$ cat config.mk
export PLATFORM = sky130hd
export DESIGN_NAME = tank_ctrl_flat
export DESIGN_NICKNAME = d
export VERILOG_FILES = /design/src/rtl/tank_ctrl_if.sv /design/src/rtl/tank_ctrl.sv /design/src/flat_wrapper.sv
export SDC_FILE = /design/constraint.sdc
export NUM_CORES = 1
export LEC_CHECK = 0
export ABC_AREA = 0
export BUFFER_PORTS_ARGS = -buffer_cell sky130_fd_sc_hd__buf_2
export CORE_MARGIN = 10
export CORE_UTILIZATION = 55
export CTS_CLUSTER_DIAMETER = 200
export DETAILED_ROUTE_END_ITERATION = 10
export GPL_TIMING_DRIVEN = 0
export PLACE_DENSITY_LB_ADDON = 0.15
export SKIP_CTS_REPAIR_TIMING = 1
export SLEW_MARGIN = 15
export SYNTH_ARGS = -nofsm -noshare
export SYNTH_HDL_FRONTEND = slang
export SYNTH_SLANG_ARGS = --single-unit
$ cat constraint.sdc
create_clock -name frame_clk -period 3.4 [get_ports frame_clk]
set_clock_uncertainty 0.05 [all_clocks]
set_input_delay 1.02 -clock frame_clk [delete_from_list [all_inputs] [get_ports frame_clk]]
set_output_delay 1.02 -clock frame_clk [all_outputs]
set_load 0.05 [all_outputs]
$ cat src/rtl/tank_ctrl_if.sv
// Per-player tank bus: keyboard slots and heading sin/cos in, pose and fire strobe out.
interface tank_ctrl_if;
  logic [31:0] keycode;
  logic [7:0]  sin;
  logic [7:0]  cos;
  logic [9:0]  TankX;
  logic [9:0]  TankY;
  logic [9:0]  TankS;
  logic [5:0]  Angle;
  logic        ShootBullet;

  modport master (
    output keycode, sin, cos,
    input  TankX, TankY, TankS, Angle, ShootBullet
  );

  modport slave (
    input  keycode, sin, cos,
    output TankX, TankY, TankS, Angle, ShootBullet
  );
endinterface

$ cat src/rtl/tank_ctrl.sv
// Tank drive/rotate/fire controller: keys at frame edge N show on outputs right after edge N; no backpressure.
// Define TANK_WRAP_EN to wrap position at the travel limits instead of clamping.
module tank_ctrl #(
  parameter int         X_INIT        = 320,
  parameter int         Y_INIT        = 240,
  parameter int         X_MIN         = 0,
  parameter int         X_MAX         = 639,
  parameter int         Y_MIN         = 0,
  parameter int         Y_MAX         = 479,
  parameter int         SIZE          = 10,
  parameter logic [7:0] KEY_FWD       = 8'h1A,
  parameter logic [7:0] KEY_BACK      = 8'h16,
  parameter logic [7:0] KEY_LEFT      = 8'h04,
  parameter logic [7:0] KEY_RIGHT     = 8'h07,
  parameter logic [7:0] KEY_FIRE      = 8'h2C,
  parameter int         ROT_DIV       = 4,
  parameter int         FIRE_COOLDOWN = 30
) (
  input logic        frame_clk,
  input logic        Reset,
  tank_ctrl_if.slave bus
);

  localparam logic signed [16:0] X_LO = 17'(X_MIN * 64);
  localparam logic signed [16:0] X_HI = 17'(X_MAX * 64 + 63);
  localparam logic signed [16:0] Y_LO = 17'(Y_MIN * 64);
  localparam logic signed [16:0] Y_HI = 17'(Y_MAX * 64 + 63);
  localparam logic [3:0]         ROT_LAST = 4'(ROT_DIV - 1);
  localparam logic [7:0]         CD_LOAD  = 8'(FIRE_COOLDOWN);

  logic [15:0] x_acc_q, x_acc_d;
  logic [15:0] y_acc_q, y_acc_d;
  logic [5:0]  angle_q, angle_d;
  logic [3:0]  rot_cnt_q, rot_cnt_d;
  logic [7:0]  cooldown_q, cooldown_d;
  logic        fire_q, fire_d;
  logic        shoot_q, shoot_d;

  logic key_fwd, key_back, key_left, key_right, key_fire;
  logic signed [16:0] sin_ext, cos_ext, dx, dy;

  // Accumulators are 10.6 fixed point; the sum is evaluated in 17-bit signed.
  function automatic logic [15:0] axis_next(input logic [15:0]        acc,
                                            input logic signed [16:0] delta,
                                            input logic signed [16:0] lo,
                                            input logic signed [16:0] hi);
    logic signed [16:0] sum;
    logic [15:0]        r;
    sum = $signed({1'b0, acc}) + delta;
    r   = sum[15:0];
`ifdef TANK_WRAP_EN
    if (sum < lo)      r = hi[15:0];
    else if (sum > hi) r = lo[15:0];
`else
    if (sum < lo)      r = lo[15:0];
    else if (sum > hi) r = hi[15:0];
`endif
    return r;
  endfunction

  always_comb begin
    key_fwd   = 1'b0;
    key_back  = 1'b0;
    key_left  = 1'b0;
    key_right = 1'b0;
    key_fire  = 1'b0;
    for (int i = 0; i < 4; i++) begin
      key_fwd   = key_fwd   | (bus.keycode[8*i +: 8] == KEY_FWD);
      key_back  = key_back  | (bus.keycode[8*i +: 8] == KEY_BACK);
      key_left  = key_left  | (bus.keycode[8*i +: 8] == KEY_LEFT);
      key_right = key_right | (bus.keycode[8*i +: 8] == KEY_RIGHT);
      key_fire  = key_fire  | (bus.keycode[8*i +: 8] == KEY_FIRE);
    end
  end

  always_comb begin
    sin_ext = 17'(signed'(bus.sin));
    cos_ext = 17'(signed'(bus.cos));
    dx      = '0;
    dy      = '0;
    // Screen Y grows downward, so a positive sine moves the tank up.
    if (key_fwd && !key_back) begin
      dx = cos_ext;
      dy = -sin_ext;
    end else if (key_back && !key_fwd) begin
      dx = -cos_ext;
      dy = sin_ext;
    end
    x_acc_d = axis_next(x_acc_q, dx, X_LO, X_HI);
    y_acc_d = axis_next(y_acc_q, dy, Y_LO, Y_HI);
  end

  always_comb begin
    angle_d   = angle_q;
    rot_cnt_d = '0;
    if (key_left != key_right) begin
      if (rot_cnt_q == ROT_LAST) begin
        angle_d = angle_q + (key_left ? 6'h3F : 6'h01);
      end else begin
        rot_cnt_d = rot_cnt_q + 4'd1;
      end
    end
  end

  always_comb begin
    fire_d     = key_fire;
    shoot_d    = key_fire && !fire_q && (cooldown_q == 8'd0);
    cooldown_d = cooldown_q;
    if (shoot_d)                 cooldown_d = CD_LOAD;
    else if (cooldown_q != 8'd0) cooldown_d = cooldown_q - 8'd1;
  end

  always_ff @(posedge frame_clk or posedge Reset) begin
    if (Reset) begin
      x_acc_q    <= 16'(X_INIT * 64);
      y_acc_q    <= 16'(Y_INIT * 64);
      angle_q    <= '0;
      rot_cnt_q  <= '0;
      cooldown_q <= '0;
      fire_q     <= 1'b0;
      shoot_q    <= 1'b0;
    end else begin
      x_acc_q    <= x_acc_d;
      y_acc_q    <= y_acc_d;
      angle_q    <= angle_d;
      rot_cnt_q  <= rot_cnt_d;
      cooldown_q <= cooldown_d;
      fire_q     <= fire_d;
      shoot_q    <= shoot_d;
    end
  end

  assign bus.TankX       = x_acc_q[15:6];
  assign bus.TankY       = y_acc_q[15:6];
  assign bus.TankS       = 10'(SIZE);
  assign bus.Angle       = angle_q;
  assign bus.ShootBullet = shoot_q;

endmodule
$ cat src/flat_wrapper.sv
// flat-port wrapper written by rule: the top's interface ports become plain ports
module tank_ctrl_flat 
#(
  parameter int         X_INIT        = 320,
  parameter int         Y_INIT        = 240,
  parameter int         X_MIN         = 0,
  parameter int         X_MAX         = 639,
  parameter int         Y_MIN         = 0,
  parameter int         Y_MAX         = 479,
  parameter int         SIZE          = 10,
  parameter logic [7:0] KEY_FWD       = 8'h1A,
  parameter logic [7:0] KEY_BACK      = 8'h16,
  parameter logic [7:0] KEY_LEFT      = 8'h04,
  parameter logic [7:0] KEY_RIGHT     = 8'h07,
  parameter logic [7:0] KEY_FIRE      = 8'h2C,
  parameter int         ROT_DIV       = 4,
  parameter int         FIRE_COOLDOWN = 30
)
  (frame_clk, Reset, bus_keycode, bus_sin, bus_cos, bus_TankX, bus_TankY, bus_TankS, bus_Angle, bus_ShootBullet);
  tank_ctrl_if bus_i ();
  input logic frame_clk;
  input logic Reset;
  input wire logic [$bits(bus_i.keycode)-1:0] bus_keycode;
  input wire logic [$bits(bus_i.sin)-1:0] bus_sin;
  input wire logic [$bits(bus_i.cos)-1:0] bus_cos;
  output wire logic [$bits(bus_i.TankX)-1:0] bus_TankX;
  output wire logic [$bits(bus_i.TankY)-1:0] bus_TankY;
  output wire logic [$bits(bus_i.TankS)-1:0] bus_TankS;
  output wire logic [$bits(bus_i.Angle)-1:0] bus_Angle;
  output wire logic [$bits(bus_i.ShootBullet)-1:0] bus_ShootBullet;
  assign bus_i.keycode = bus_keycode;
  assign bus_i.sin = bus_sin;
  assign bus_i.cos = bus_cos;
  assign bus_TankX = bus_i.TankX;
  assign bus_TankY = bus_i.TankY;
  assign bus_TankS = bus_i.TankS;
  assign bus_Angle = bus_i.Angle;
  assign bus_ShootBullet = bus_i.ShootBullet;
  tank_ctrl #(.X_INIT(X_INIT), .Y_INIT(Y_INIT), .X_MIN(X_MIN), .X_MAX(X_MAX), .Y_MIN(Y_MIN), .Y_MAX(Y_MAX), .SIZE(SIZE), .KEY_FWD(KEY_FWD), .KEY_BACK(KEY_BACK), .KEY_LEFT(KEY_LEFT), .KEY_RIGHT(KEY_RIGHT), .KEY_FIRE(KEY_FIRE), .ROT_DIV(ROT_DIV), .FIRE_COOLDOWN(FIRE_COOLDOWN)) u_core (.frame_clk(frame_clk), .Reset(Reset), .bus(bus_i));
endmodule
# --- Word level (Yosys, flattened, before mapping) ---
# Cells that the tools add are included.
classes:
  add_sub_neg: 7
  n_lt_le_gt_ge: 4
  n_eq_ne: 22
  mux: 13
  n_bitwise: 15
  n_reduce_logical: 11
ops:
  columns: ["op", "n"]
  rows:
  - ["$mux W17", 4]
  - ["$eq A8 B3 Y1 const B", 8]
  - ["$eq A8 B5 Y1 const B", 8]
  - ["$mux W16", 4]
  - ["$add A17 B17 Y17", 2]
  - ["$lt A17 B1 Y1 const B", 2]
  - ["$neg A8 Y17", 2]
  - ["$eq A8 B6 Y1 const B", 4]
  - ["$gt A17 B16 Y1 const B", 1]
  - ["$gt A17 B17 Y1 const B", 1]
  - ["$mux W8", 2]
  - ["$or A1 B1 Y1", 15]
  - ["$logic_not A8 Y1", 1]
  - ["$mux W4", 2]
  - ["$reduce_bool A8 Y1", 1]
  - ["$sub A8 B1 Y8 const B", 1]
  - ["$add A6 B6 Y6", 1]
  - ["$mux W6", 1]
  - ["$add A4 B1 Y4 const B", 1]
  - ["$eq A4 B2 Y1 const B", 1]
  - ["$logic_and A1 B1 Y1", 4]
  - ["$logic_not A1 Y1", 3]
  - ["$reduce_and A2 Y1", 1]
  - ["$reduce_bool A2 Y1", 1]
  - ["$ne A1 B1 Y1", 1]
word_totals:
  regBits: 52
  input_bits: 50
  elab_cells: 79

# --- Depth between registers and ports, before layout ---
depth:
  ltp_word: 12
  depth_mapped: 18

# --- Least setup slack after synthesis ---
# No wires, ideal clock.
synth_path:
  path_kind: "input port to flip-flop"
  start: "input port bus_keycode[7]"
  end: "register u_core.y_acc_q[10]"
  t_arrival_ns: 4.813
  t_required_ns: 3.273
  slack_ns: -1.540
  stages: 17
  n_path_buf: 2
  path_cell_list: "or3b_4 or3b_4 and3_4 o21ai_2 clkbuf_1 o21ai_0 nand2_1 o21ai_0 ha_1 a21oi_1 a21oi_1 nor4b_1 o31ai_2 xnor2_1 or4_1 buf_2 a31oi_1"
synth_between:
  elab_chain_len: 12
synth_lines:
  columns: ["item", "line", "source"]
  rows:
  - ["start: declaration", "flat_wrapper.sv:23", "input wire logic [$bits(bus_i.keycode)-1:0] bus_keycode;"]
  - ["$eq A8 B5 Y1", "tank_ctrl.sv:68", "key_fwd = key_fwd | (bus.keycode[8*i +: 8] == KEY_FWD);"]
  - ["$or A1 B1 Y1 (3 in series)", "tank_ctrl.sv:68", null]
  - ["$logic_not A1 Y1", "tank_ctrl.sv:85", "end else if (key_back && !key_fwd) begin"]
  - ["$logic_and A1 B1 Y1", "tank_ctrl.sv:85", null]
  - ["$mux W17", "tank_ctrl.sv:85", null]
  - ["$mux W17 *", "tank_ctrl.sv:82", "if (key_fwd && !key_back) begin"]
  - ["$add A17 B17 Y17 *", "tank_ctrl.sv:49", "sum = $signed({1'b0, acc}) + delta;"]
  - ["$gt A17 B16 Y1", "tank_ctrl.sv:56", "else if (sum > hi) r = hi[15:0];"]
  - ["$mux W16", "tank_ctrl.sv:56", null]
  - ["$mux W16 *", "tank_ctrl.sv:55", "if (sum < lo) r = lo[15:0];"]
  - ["via u_core.y_acc_d[10]", "tank_ctrl.sv:32", "logic [15:0] y_acc_q, y_acc_d;"]
  - ["end signal: assignment", "tank_ctrl.sv:116", "y_acc_q <= 16'(Y_INIT * 64);"]
  - ["end signal: assignment", "tank_ctrl.sv:124", "y_acc_q <= y_acc_d;"]
  - ["end: declaration", "tank_ctrl.sv:32", null]
# The timed path passes the listed nets; every way through them passes the cells marked *.
# A chain may end at the register's enable or synchronous reset.

# --- Worst setup path after layout ---
layout_path:
  start: "input port bus_keycode[7]"
  end: "register u_core.y_acc_q[2]"
# Same word-level chain as after synthesis.

==> results by group <==
Outcome
  • Status: complete, but fails checks
  • Failing checks: negative setup slack

Layout
  • Area Growth Syn to Fin: 31.71%
  • Final cell utilization of the core: 0.7495
  • Nets@finish: 806
  • Leading cell type in the layout, fill and taps excluded: buf_2
  • Most frequent cells in the layout: buf_2, buf_4, nand2_1
  • Final Cell Area: 0.006600 sq mm
  • Share of cells above drive strength 1: 0.3870
  • Diode count: 0

STA
  • Fmax: 208.4 MHz
  • Final setup margin: -1.399 ns
  • Minimum clock period: 4.799 ns
  • Rel. slew slack: 0.6342
  • TNS Setup: -38.63 ns
  • RSZ-0062 raised after global routing: yes
  • Period Utilization, post-route: 1.412
  • Final hold viol count: 0
  • Final Max Slew Viols: 0
  • Hold WS: 0.4147 ns
  • Setup Viol. Count Final: 32
  • Worst slew pin tran: 0.5437 ns

Detailed routing
  • Total number of vias: 4963
  • Initial DRC count: 396
  • Routed vias/inst: 6.082
  • DRT Pass-1 Iters: 6
  • DRC: 0
  • Final WL: 14680 um
  • Wire per inst: 17.99 um
  • Final ANT Viol Nets: 0

Hold path
  • Worst hold-check path type: register to register
  • Hold_sp: u_core.bus.Angle[5]$_DFFE_PP0P_
  • Endpoint, Worst Hold: u_core.bus.Angle[5]$_DFFE_PP0P_
  • Hold depth: 1

Global routing
  • M2 GR Usage: 0.3276
  • Met3 usage: 0.02997
  • GRT Overall Usage: 0.1888
  • First-pass GRT wire length: 21220 um
  • Vias in the first global route: 4589
  • Largest net degree at the start of global routing: 35
  • GRT busiest layer: met2
  • Initial antenna violation count: 0
  • Met1 usage: 0.2422
  • GRT overflow: 0

Setup path
  • Critical path type: input port to register
  • Worst R2R End: u_core.y_acc_q[2]$_DFF_PP0_
  • R2R Path Start: u_core.y_acc_q[6]$_DFF_PP0_
  • Worst-path fanout max: 6
  • Flop-to-flop setup slack: 0.55 ns
  • Worst r2r path cells: 10
  • Critical path capture point type: register
  • Critical path data arrival time: 4.99 ns
  • WP data required: 3.59 ns
  • Critical Path Start Type: input port

Logic synthesis
  • Synth warn: 0
  • Async S/R FF share, synth: 1.000
  • Cell taking the most area after synthesis: dfrtp_1
  • Area share of the leading cell type in the synthesized netlist: 0.2297
  • EDFF count, synth: 0
  • Most common flop cell mapped by yosys: dfrtp_1
  • Post-synthesis cell count: 580
  • Dominant cells by area after synthesis: dfrtp_1, ha_1, buf_4, o21ai_0, nand2_1
  • Syn Area/Cell: 8.640 sq um
  • Distinct cells, synth: between 70 and 80
  • Synthesis-stage register bit count: 52
  • Register area share after synthesis: 0.2612
  • Mapped Area: around 0.005 sq mm

Clock tree
  • Max Root-Sink Buffers: 2
  • Root Buffer: clkbuf_8
  • Worst skew pair latency: 0.32 ns
  • CTS HTree Levels: 2
  • Inserted Clock Buffers: 5
  • Sink Count: 52
  • CTS tree: built
  • Clk pin slew, worst setup/hold paths: 0.10 ns

Power and ir drop
  • PwrDens: 527.7 mW/mm^2
  • Maximum vdd ir drop: approximately 0.00046 V
  • Leakage: 3.012 nW
  • Comb power frac: 0.597
  • Internal: 1.907 mW
  • Register share of total power: 0.275
  • Switch share: 0.4525
  • Net Sw Power: 1.576 mW
  • Clock Power Share: 0.128

Floorplanning
  • I/O Pins: 87
  • Core Box Area: 0.008806 sq mm
  • Die height: between 100 and 150 um
  • DIE AREA: 0.01333 sq mm
  • Site Rows: 34
  • Chip width: 115.5 um
  • Initial Util: 0.5691

Flow run
  • Max-Cap Viols: 0

Placed design
  • GP Congestion: 0.9522
  • Post-DP HPWL: about 10000 um
  • Post-DP Area: 0.005713 sq mm
  • Port Buffers: 75
  • Worst slack at placement: -1.984 ns
[power groups by stage]
stage | clock network, mW | logic [mW] | registers, mW
2_1_floorplan | 0 | 1.43 | 0.926
3_3_place_gp | 0 | 1.71 | 0.955
3_5_place_dp | 0 | 1.75 | 0.960
4_1_cts | 0.455 | 1.76 | 0.950
5_1_grt | 0.474 | 2.23 | 0.986
6_report | 0.445 | 2.08 | 0.959
[cells by family after synthesis]
family                   after synthesis  share of synthesized area
buffers and inverters                 76                    0.08614
multiplexers                           6                    0.01323
XOR/XNOR                              39                    0.06966
flip-flops                            52                     0.2612
other                                  2                   0.001499
AO/OA/AOI/OAI                        173                     0.2390
adder cells (fa/ha/maj)               49                     0.1268
AND/OR/NAND/NOR                      183                     0.2025
[metrics by stage]
step / total power [mW] / cells
floorplan: 2.357 / 589
global placement: 2.660 / 772
detailed placement: 2.709 / 773
CTS: 3.165 / 781
global route: 3.694 / 816
finish: 3.483 / 816
[flip-flops by register name, indices dropped and copies added, names as in the netlist]
register and count:
u_core.bus.ShootBullet 1, u_core.cooldown_q 8, u_core.x_acc_q 16, u_core.y_acc_q 16, u_core.rot_cnt_q 4, u_core.fire_q 1, u_core.bus.Angle 6
[worst max path at each step]
stage,from,to,slack [ns]
5_1_grt,bus_keycode[24],u_core.y_acc_q[5]$_DFF_PP0_,-1.59
3_3_place_gp,bus_keycode[15],u_core.y_acc_q[7]$_DFF_PP0_,-1.94
3_5_place_dp,bus_keycode[15],u_core.y_acc_q[10]$_DFF_PP1_,-1.98
2_1_floorplan,bus_keycode[7],u_core.x_acc_q[10]$_DFF_PP0_,-1.26
6_report,bus_keycode[7],u_core.y_acc_q[2]$_DFF_PP0_,-1.40
4_1_cts,bus_keycode[15],u_core.y_acc_q[10]$_DFF_PP1_,-1.67
[synthesized netlist by cell type, types with 17 or more instances]
cell,number
a21oi_1,34
nand2_1,49
ha_1,46
o21ai_0,42
buf_4,31
nor2_1,31
xor2_1,20
dfrtp_1,46
xnor2_1,18
inv_1,28
nand3_1,17
[layout make-up]
class	count	area (sq um)
Multi-Input combinational cell	461	3850
Buffer	47	385.4
Timing Repair Buffer	111	704.4
Clock inverter	2	35.03
Tap cell	108	135.1
Sequential cell	52	1309
Inverter	29	108.9
Clock buffer	6	72.57
Fill cell	627	2206
[layer usage]
metal / vias to the layer above / share of wire
met4: 0 / 0.019
li1: 2352 / -
met3: 32 / 0.071
met5: - / 0
met1: 2371 / 0.43
met2: 208 / 0.48
[worst max-delay path, stage by stage]
cell and delay (ns):
buf_6 0.09, or3b_4 0.38, or3b_4 0.43, and3_4 0.23, o21ai_4 0.10, buf_8 0.16
o21ai_0 0.08, nand2_1 0.07, o21ai_0 0.11, ha_1 0.40, o21ai_1 0.12, a211oi_2 0.28
nand3_2 0.18, o21bai_1 0.20, xnor2_1 0.14, or4_4 0.61, clkbuf_16 0.20, a31oi_1 0.15
(Power assumes the default switching activity.)
